## src/rtl/mem_arb_pkg.sv

```systemverilog
// Shared types and default widths for the memory port arbiter.
package mem_arb_pkg;

  typedef enum logic [1:0] {
    IDLE = 2'd0,
    BUSY = 2'd1,
    RESP = 2'd2
  } mem_arb_state_t;

  localparam int DEF_N_REQ   = 4;
  localparam int DEF_ADDR_W  = 32;
  localparam int DEF_DATA_W  = 32;
  localparam int DEF_TIMEOUT = 1024;

  // Width of a requester index; at least one bit even for a single requester.
  function automatic int idx_width(input int n);
    return (n > 1) ? $clog2(n) : 1;
  endfunction

endpackage

```

## src/rtl/mem_port_arbiter_if.sv

```systemverilog
// Requester-side and memory-side signals of the arbiter.
// master = arbiter view, slave = requesters plus memory controller view.
interface mem_port_arbiter_if
  import mem_arb_pkg::*;
#(
  parameter int N_REQ  = DEF_N_REQ,
  parameter int ADDR_W = DEF_ADDR_W,
  parameter int DATA_W = DEF_DATA_W
);
  logic [N_REQ-1:0]             req_avail;
  logic [N_REQ-1:0]             req_r_en;
  logic [N_REQ-1:0]             req_w_en;
  logic [N_REQ-1:0]             req_write_through;
  logic [N_REQ-1:0][ADDR_W-1:0] req_ptr;
  logic [N_REQ-1:0][DATA_W-1:0] req_data_store;
  logic [N_REQ-1:0]             req_done;
  logic                         req_err;
  logic [DATA_W-1:0]            req_data_load;

  logic                         mem_r_en;
  logic                         mem_w_en;
  logic                         mem_write_through;
  logic [ADDR_W-1:0]            mem_addr;
  logic [DATA_W-1:0]            mem_wdata;
  logic                         mem_done;
  logic [DATA_W-1:0]            mem_rdata;

  modport master (
    input  req_avail, req_r_en, req_w_en, req_write_through, req_ptr, req_data_store,
    output req_done, req_err, req_data_load,
    output mem_r_en, mem_w_en, mem_write_through, mem_addr, mem_wdata,
    input  mem_done, mem_rdata
  );

  modport slave (
    output req_avail, req_r_en, req_w_en, req_write_through, req_ptr, req_data_store,
    input  req_done, req_err, req_data_load,
    input  mem_r_en, mem_w_en, mem_write_through, mem_addr, mem_wdata,
    output mem_done, mem_rdata
  );

endinterface

```

## src/rtl/mem_arb_rr_select.sv

```systemverilog
// Rotate-priority encoder: first set bit of cand at or after rr_ptr, wrapping.
module mem_arb_rr_select
  import mem_arb_pkg::*;
#(
  parameter int N_REQ = DEF_N_REQ,
  localparam int IDX_W = idx_width(N_REQ)
) (
  input  logic [N_REQ-1:0] cand,
  input  logic [IDX_W-1:0] rr_ptr,
  output logic [IDX_W-1:0] grant,
  output logic             valid
);

  // slot[k] is the requester k positions after rr_ptr; hit[k] marks it as a candidate.
  logic [IDX_W-1:0] slot [N_REQ];
  logic [N_REQ-1:0] hit;

  for (genvar gi = 0; gi < N_REQ; gi++) begin : g_slot
    assign slot[gi] = IDX_W'((int'(rr_ptr) + gi) % N_REQ);
    assign hit[gi]  = cand[slot[gi]];
  end

  always_comb begin
    grant = '0;
    valid = 1'b0;
    for (int k = N_REQ - 1; k >= 0; k--) begin
      if (hit[k]) begin
        grant = slot[k];
        valid = 1'b1;
      end
    end
  end

endmodule

```

## src/rtl/mem_port_arbiter.sv

```systemverilog
// Round-robin arbiter serializing N_REQ memory handles onto one memory port.
// Optional BUSY timeout abort enabled by defining MEM_ARB_TIMEOUT_EN.
module mem_port_arbiter
  import mem_arb_pkg::*;
#(
  parameter int N_REQ   = DEF_N_REQ,
  parameter int ADDR_W  = DEF_ADDR_W,
  parameter int DATA_W  = DEF_DATA_W,
  parameter int TIMEOUT = DEF_TIMEOUT
) (
  input logic                clk,
  input logic                rst_l,
  mem_port_arbiter_if.master bus
);

  localparam int IDX_W = idx_width(N_REQ);

  mem_arb_state_t    state_reg, state_next;
  logic [IDX_W-1:0]  rr_ptr_reg, rr_ptr_next;
  logic [IDX_W-1:0]  grant_reg, grant_next;
  logic [N_REQ-1:0]  done_reg, done_next;
  logic              r_en_reg, r_en_next;
  logic              w_en_reg, w_en_next;
  logic              wt_reg, wt_next;
  logic [ADDR_W-1:0] addr_reg, addr_next;
  logic [DATA_W-1:0] wdata_reg, wdata_next;
  logic [DATA_W-1:0] rdata_reg, rdata_next;

  logic [N_REQ-1:0]  cand;
  logic [IDX_W-1:0]  sel_grant;
  logic              sel_valid;

  assign cand = bus.req_avail & (bus.req_r_en | bus.req_w_en);

  mem_arb_rr_select #(.N_REQ(N_REQ)) u_rr_select (
    .cand   (cand),
    .rr_ptr (rr_ptr_reg),
    .grant  (sel_grant),
    .valid  (sel_valid)
  );

`ifdef MEM_ARB_TIMEOUT_EN
  localparam int CNT_W = $clog2(TIMEOUT + 1);

  logic [CNT_W-1:0] cnt_reg, cnt_next;
  logic             err_reg, err_next;
  logic             timeout_hit;

  // Counter holds zero outside BUSY, so every BUSY entry starts from zero.
  assign timeout_hit = (cnt_reg + CNT_W'(1)) == CNT_W'(TIMEOUT);

  always_comb begin
    cnt_next = '0;
    if (state_reg == BUSY) begin
      cnt_next = cnt_reg + CNT_W'(1);
    end
  end

  always_ff @(posedge clk or negedge rst_l) begin
    if (!rst_l) begin
      cnt_reg <= '0;
      err_reg <= 1'b0;
    end else begin
      cnt_reg <= cnt_next;
      err_reg <= err_next;
    end
  end

  assign bus.req_err = err_reg;
`else
  wire unused_timeout = (TIMEOUT == 0);

  assign bus.req_err = 1'b0;
`endif

  always_comb begin
    state_next  = state_reg;
    rr_ptr_next = rr_ptr_reg;
    grant_next  = grant_reg;
    done_next   = '0;
    r_en_next   = r_en_reg;
    w_en_next   = w_en_reg;
    wt_next     = wt_reg;
    addr_next   = addr_reg;
    wdata_next  = wdata_reg;
    rdata_next  = rdata_reg;
`ifdef MEM_ARB_TIMEOUT_EN
    err_next    = 1'b0;
`endif

    case (state_reg)
      IDLE: begin
        if (sel_valid) begin
          // A request with both enables set is treated as a write.
          grant_next = sel_grant;
          w_en_next  = bus.req_w_en[sel_grant];
          r_en_next  = !bus.req_w_en[sel_grant];
          wt_next    = bus.req_write_through[sel_grant];
          addr_next  = bus.req_ptr[sel_grant];
          wdata_next = bus.req_data_store[sel_grant];
          state_next = BUSY;
        end
      end

      BUSY: begin
        if (bus.mem_done) begin
          if (r_en_reg) begin
            rdata_next = bus.mem_rdata;
          end
          r_en_next            = 1'b0;
          w_en_next            = 1'b0;
          done_next[grant_reg] = 1'b1;
          state_next           = RESP;
        end
`ifdef MEM_ARB_TIMEOUT_EN
        else if (timeout_hit) begin
          r_en_next            = 1'b0;
          w_en_next            = 1'b0;
          done_next[grant_reg] = 1'b1;
          err_next             = 1'b1;
          state_next           = RESP;
        end
`endif
      end

      RESP: begin
        rr_ptr_next = (grant_reg == IDX_W'(N_REQ - 1)) ? '0 : grant_reg + IDX_W'(1);
        state_next  = IDLE;
      end

      default: begin
        state_next = IDLE;
      end
    endcase
  end

  always_ff @(posedge clk or negedge rst_l) begin
    if (!rst_l) begin
      state_reg  <= IDLE;
      rr_ptr_reg <= '0;
      grant_reg  <= '0;
      done_reg   <= '0;
      r_en_reg   <= 1'b0;
      w_en_reg   <= 1'b0;
      wt_reg     <= 1'b0;
      addr_reg   <= '0;
      wdata_reg  <= '0;
      rdata_reg  <= '0;
    end else begin
      state_reg  <= state_next;
      rr_ptr_reg <= rr_ptr_next;
      grant_reg  <= grant_next;
      done_reg   <= done_next;
      r_en_reg   <= r_en_next;
      w_en_reg   <= w_en_next;
      wt_reg     <= wt_next;
      addr_reg   <= addr_next;
      wdata_reg  <= wdata_next;
      rdata_reg  <= rdata_next;
    end
  end

  assign bus.req_done          = done_reg;
  assign bus.req_data_load     = rdata_reg;
  assign bus.mem_r_en          = r_en_reg;
  assign bus.mem_w_en          = w_en_reg;
  assign bus.mem_write_through = wt_reg;
  assign bus.mem_addr          = addr_reg;
  assign bus.mem_wdata         = wdata_reg;

endmodule

```

## src/flat_wrapper.sv

```systemverilog
// flat-port wrapper written by rule: the top's interface ports become plain ports
module mem_port_arbiter_flat import mem_arb_pkg::*;
#(
  parameter int N_REQ   = DEF_N_REQ,
  parameter int ADDR_W  = DEF_ADDR_W,
  parameter int DATA_W  = DEF_DATA_W,
  parameter int TIMEOUT = DEF_TIMEOUT
)
  (clk, rst_l, bus_req_avail, bus_req_r_en, bus_req_w_en, bus_req_write_through, bus_req_ptr, bus_req_data_store, bus_req_done, bus_req_err, bus_req_data_load, bus_mem_r_en, bus_mem_w_en, bus_mem_write_through, bus_mem_addr, bus_mem_wdata, bus_mem_done, bus_mem_rdata);
  mem_port_arbiter_if #(.N_REQ(N_REQ), .ADDR_W(ADDR_W), .DATA_W(DATA_W)) bus_i ();
  input logic clk;
  input logic rst_l;
  input wire logic [$bits(bus_i.req_avail)-1:0] bus_req_avail;
  input wire logic [$bits(bus_i.req_r_en)-1:0] bus_req_r_en;
  input wire logic [$bits(bus_i.req_w_en)-1:0] bus_req_w_en;
  input wire logic [$bits(bus_i.req_write_through)-1:0] bus_req_write_through;
  input wire logic [$bits(bus_i.req_ptr)-1:0] bus_req_ptr;
  input wire logic [$bits(bus_i.req_data_store)-1:0] bus_req_data_store;
  output wire logic [$bits(bus_i.req_done)-1:0] bus_req_done;
  output wire logic [$bits(bus_i.req_err)-1:0] bus_req_err;
  output wire logic [$bits(bus_i.req_data_load)-1:0] bus_req_data_load;
  output wire logic [$bits(bus_i.mem_r_en)-1:0] bus_mem_r_en;
  output wire logic [$bits(bus_i.mem_w_en)-1:0] bus_mem_w_en;
  output wire logic [$bits(bus_i.mem_write_through)-1:0] bus_mem_write_through;
  output wire logic [$bits(bus_i.mem_addr)-1:0] bus_mem_addr;
  output wire logic [$bits(bus_i.mem_wdata)-1:0] bus_mem_wdata;
  input wire logic [$bits(bus_i.mem_done)-1:0] bus_mem_done;
  input wire logic [$bits(bus_i.mem_rdata)-1:0] bus_mem_rdata;
  assign bus_i.req_avail = bus_req_avail;
  assign bus_i.req_r_en = bus_req_r_en;
  assign bus_i.req_w_en = bus_req_w_en;
  assign bus_i.req_write_through = bus_req_write_through;
  assign bus_i.req_ptr = bus_req_ptr;
  assign bus_i.req_data_store = bus_req_data_store;
  assign bus_req_done = bus_i.req_done;
  assign bus_req_err = bus_i.req_err;
  assign bus_req_data_load = bus_i.req_data_load;
  assign bus_mem_r_en = bus_i.mem_r_en;
  assign bus_mem_w_en = bus_i.mem_w_en;
  assign bus_mem_write_through = bus_i.mem_write_through;
  assign bus_mem_addr = bus_i.mem_addr;
  assign bus_mem_wdata = bus_i.mem_wdata;
  assign bus_i.mem_done = bus_mem_done;
  assign bus_i.mem_rdata = bus_mem_rdata;
  mem_port_arbiter #(.N_REQ(N_REQ), .ADDR_W(ADDR_W), .DATA_W(DATA_W), .TIMEOUT(TIMEOUT)) u_core (.clk(clk), .rst_l(rst_l), .bus(bus_i));
endmodule
```

## config.mk

```make
export PLATFORM = sky130hd
export DESIGN_NAME = mem_port_arbiter_flat
export DESIGN_NICKNAME = d
export VERILOG_FILES = /design/src/rtl/mem_arb_pkg.sv /design/src/rtl/mem_port_arbiter_if.sv /design/src/rtl/mem_arb_rr_select.sv /design/src/rtl/mem_port_arbiter.sv /design/src/flat_wrapper.sv
export SDC_FILE = /design/constraint.sdc
export NUM_CORES = 1
export LEC_CHECK = 0
export ABC_AREA = 1
export CAP_MARGIN = 20
export CORE_AREA = 2 2 160 162
export CTS_BUF_LIST = sky130_fd_sc_hd__clkbuf_4 sky130_fd_sc_hd__clkbuf_8 sky130_fd_sc_hd__clkbuf_16
export DETAILED_ROUTE_END_ITERATION = 10
export DIE_AREA = 0 0 162 164
export GPL_TIMING_DRIVEN = 0
export HOLD_SLACK_MARGIN = 0.03
export PLACE_DENSITY_LB_ADDON = 0.2
export SYNTH_ARGS = -nofsm -noshare
export SYNTH_HDL_FRONTEND = slang
export SYNTH_SLANG_ARGS = --single-unit
```

## constraint.sdc

```tcl
create_clock -name clk -period 2.8 [get_ports clk]
set_input_delay 0.56 -clock clk [delete_from_list [all_inputs] [get_ports clk]]
set_output_delay 0.56 -clock clk [all_outputs]
set_load 0.05 [all_outputs]
```

==> impl_metrics.env, run 1 <==
export IMPL_status="finished, final reports clean"
export IMPL_finalSetupTns_ns=0
export IMPL_drtIter0Drc=471
export IMPL_synth_nets=1380
export IMPL_syn_instance_count=1069
export IMPL_grt_pass1_vias=8294
export IMPL_fmax_mhz=402.2
export IMPL_mostFrequentLayoutCell="nand2_1"
export IMPL_routed_via_density=4.603
export IMPL_post_cts_setup_buffers=0
export IMPL_wl_per_cell_um=16.45
export IMPL_numCtsBuffers=9
export IMPL_area_growth_pct=65.87
export IMPL_antenna_left=0
export IMPL_ys_warn_count=0
export IMPL_clk_pin_slew_worst_paths_ns=0.09
export IMPL_die_w_um=162
export IMPL_pwr_density_cell_mw_per_mm2=1296
export IMPL_vias=8396
export IMPL_setup_violations=0
export IMPL_cts_root_buf="clkbuf_16"
export IMPL_worst_slew_pin_slew_ns=0.5830
export IMPL_drive_above_1_share_pct=7.229
export IMPL_drc_errors=0
export IMPL_final_max_slew_violation_count=0
export IMPL_worstPathRequired_ns=3.04
export IMPL_p_leak_uw=0.005985
export IMPL_utilization_pct=49.24
export IMPL_core_area_sq_mm=0.02482
export IMPL_worst_endpoint_arrival_ns=2.73
export IMPL_cp_start_kind="primary input"
export IMPL_gp_congestion=0.8638
export IMPL_drt_pre_antenna_iters=5
export IMPL_synth_yosys_seq_area_share_pct=37.02
export IMPL_clk_path_buf_depth=2
export IMPL_crit_path_end_kind="flip-flop"
export IMPL_ys_types=23
export IMPL_clkSinkCount=109
export IMPL_htree_levels=3
export IMPL_crit_fanout=10
export IMPL_fin_skew_ns=0.01669
export IMPL_hold_path_class="in -> async"
export IMPL_die_y_um=164
export IMPL_fin_crit_sh_pct=88.79
export IMPL_final_cell_mix="nand2_1, clkdlybuf4s50_1, nand3_1, inv_1, dfrtp_1"
export IMPL_grt_ovfl_total=0
export IMPL_drt_total_wl_um=30010
export IMPL_grt_max_degree=65
export IMPL_period_needed_ns=2.486
export IMPL_worst_r2r_endpoint="u_core.bus.mem_addr[14]"
export IMPL_slew_headroom_pct=61.01
export IMPL_dieArea_sq_mm=0.02657
export IMPL_rsz0062_at_grt="no"
export IMPL_syn_cell_area_sq_mm=0.007368
export IMPL_cts_tree="yes"
export IMPL_nNetsFinal=1800
export IMPL_ys_ff_latch=109
export IMPL_reg2reg_slack_ns=0.46
export IMPL_final_hold_violation_count=0
export IMPL_r2r_cells=16
export IMPL_ir_worst_vdd_v=0.0007536
export IMPL_critical_path_class="in -> reg"
export IMPL_avgSynthCellArea_sq_um=6.893
export IMPL_grt_pass1_wl_um=45750
export IMPL_r2r_start="u_core.rr_ptr_reg[0]"
export IMPL_dp_hpwl_um=23700
export IMPL_track_usage_pct=22.19
export IMPL_portBuffers=409
export IMPL_initial_utilization_pct=29.69
export IMPL_clk_latency_ns=0.36
export IMPL_grt_antenna_before_repair=0
export IMPL_rows=58
export IMPL_maxCapViolations=0
export IMPL_diodes=0
export IMPL_io_pins=411
[area by class of cell]
cell class                      instances  area, sq um
Fill cell                            2525        12600
Timing Repair Buffer                  410         4123
Multi-Input combinational cell        761         3786
Sequential cell                       109         2728
Inverter                              128        480.5
Tap cell                              330        412.9
Buffer                                 70        377.9
Clock buffer                            9        225.2
Clock inverter                          7        88.84
[worst max-delay path, stage by stage]
cell             delay (ns)
clkdlybuf4s50_1        0.45
inv_1                  0.05
nand2_1                0.07
nand3_1                0.07
nand2_1                0.10
nand2_1                0.07
nand2_1                0.08
inv_2                  0.04
nand2_2                0.09
nand2_2                0.07
nand2_4                0.13
clkbuf_1               0.43
nand3b_1               0.19
nand3_1                0.13
nand2_1                0.07
nand2_1                0.06
nand2_1                0.06
[per-layer routing]
layer | GRT usage [%] | vias up | share of wire (%)
met4 | 7.321 | 0 | 3.1
met2 | 38.78 | 328 | 48
met5 | 0 | - | 0
met1 | 26.90 | 3834 | 42
li1 | - | 4178 | -
met3 | 5.253 | 56 | 7.2
[how the worst max path moves through the flow]
stage / from / slack (ns) / depth (start not counted) / to
after floorplan: bus_req_w_en[0] / 0.89 / 15 / u_core.bus.mem_addr[0]
after global placement: rst_l / -3.34 / 1 / u_core.bus.mem_wdata[23]
after detailed placement: bus_req_w_en[2] / -0.18 / 12 / u_core.bus.mem_addr[8]
after CTS: bus_req_w_en[2] / 0.19 / 12 / u_core.bus.mem_addr[8]
after global routing: bus_req_w_en[2] / 0.02 / 12 / u_core.bus.mem_addr[20]
final: bus_req_w_en[1] / 0.31 / 17 / u_core.bus.mem_addr[14]
[repair_timing]
item | in CTS | in global routing
endpoints found under the setup margin | 0 | 4
endpoints found under the hold margin | 0 | 0
hold buffers | 0 | 0
gates resized for setup | 0 | 1
[through the flow]
step | instances | hold slack, ns | instance area, sq um | setup WS [ns] | total power [uW]
2_1_floorplan | 1069 | 0.2644 | 7368 | 0.8949 | 10600
3_3_place_gp | 1808 | 0.4599 | 11880 | -3.337 | 14480
3_5_place_dp | 1809 | 0.4637 | 11900 | -0.1804 | 14610
4_1_cts | 1825 | 0.1204 | 12220 | 0.1898 | 16020
5_1_grt | 1824 | 0.1359 | 12220 | 0.01505 | 17170
6_report | 1824 | 0.1102 | 12220 | 0.3139 | 15840
[power by group]
part | leakage (uW) | internal, uW | switching, uW
logic | 0.00449 | 3990 | 7730
registers | 0.00135 | 2360 | 407
clock network | 0.000152 | 645 | 701
[kinds of logic (layout without fill, tap and decap cells)]
| logic type | after synthesis | count (layout) | share of synthesized area (%) |
|---|---|---|---|
| DFF | 109 | 109 | 37.02 |
| and+or+nand+nor | 717 | 717 | 45.02 |
| other | 1 | 1 | 0.05089 |
| xor gates and xnor gates | 1 | 1 | 0.1189 |
| AOI/OAI and AO/OA | 6 | 6 | 0.5263 |
| buffers and inverters | 199 | 624 | 11.70 |
| adders and majority gates | 4 | 4 | 0.6793 |
| muxes | 32 | 32 | 4.891 |
[cells in the mapped netlist]
master    number  area [sq um]
a21boi_2       1         11.26
a21oi_1        1         5.000
buf_1          8         30.03
buf_2         35         175.2
buf_4          5         37.54
buf_6          7         78.83
clkbuf_1      16         60.06
conb_1         1         3.750
dfrtp_1      109          2728
ha_1           4         50.05
inv_1        124         465.5
inv_2          4         15.01
mux2_2        32         360.4
nand2_1      437          1640
nand2_2        3         18.77
nand2_4        2         22.52
nand3_1      159         795.8
nand3_4        1         17.52
nand3b_1     104         780.8
nor2_1        11         41.29
o21ai_0        3         15.01
o31ai_1        1         7.510
xor2_1         1         8.760
No activity file was read; power rests on OpenSTA's default activity.
==> inputs of run 2 (changes only) <==
--- a/config.mk
+++ b/config.mk
@@ -11,9 +11,11 @@
 export CTS_BUF_LIST = sky130_fd_sc_hd__clkbuf_4 sky130_fd_sc_hd__clkbuf_8 sky130_fd_sc_hd__clkbuf_16
 export DETAILED_ROUTE_END_ITERATION = 10
 export DIE_AREA = 0 0 162 164
+export GPL_ROUTABILITY_DRIVEN = 0
 export GPL_TIMING_DRIVEN = 0
 export HOLD_SLACK_MARGIN = 0.03
 export PLACE_DENSITY_LB_ADDON = 0.2
+export SLEW_MARGIN = 20
 export SYNTH_ARGS = -nofsm -noshare
 export SYNTH_HDL_FRONTEND = slang
 export SYNTH_SLANG_ARGS = --single-unit
==> results of run 2 <==
The final DEF is identical to that of run 1; final timing and power are the same.
==> inputs of run 3 (changes only) <==
--- a/config.mk
+++ b/config.mk
@@ -9,6 +9,7 @@
 export CAP_MARGIN = 20
 export CORE_AREA = 2 2 160 162
 export CTS_BUF_LIST = sky130_fd_sc_hd__clkbuf_4 sky130_fd_sc_hd__clkbuf_8 sky130_fd_sc_hd__clkbuf_16
+export CTS_CLUSTER_SIZE = 20
 export DETAILED_ROUTE_END_ITERATION = 10
 export DIE_AREA = 0 0 162 164
 export GPL_ROUTABILITY_DRIVEN = 0
==> results of run 3 <==
The final DEF is identical to that of run 1; final timing and power are the same.
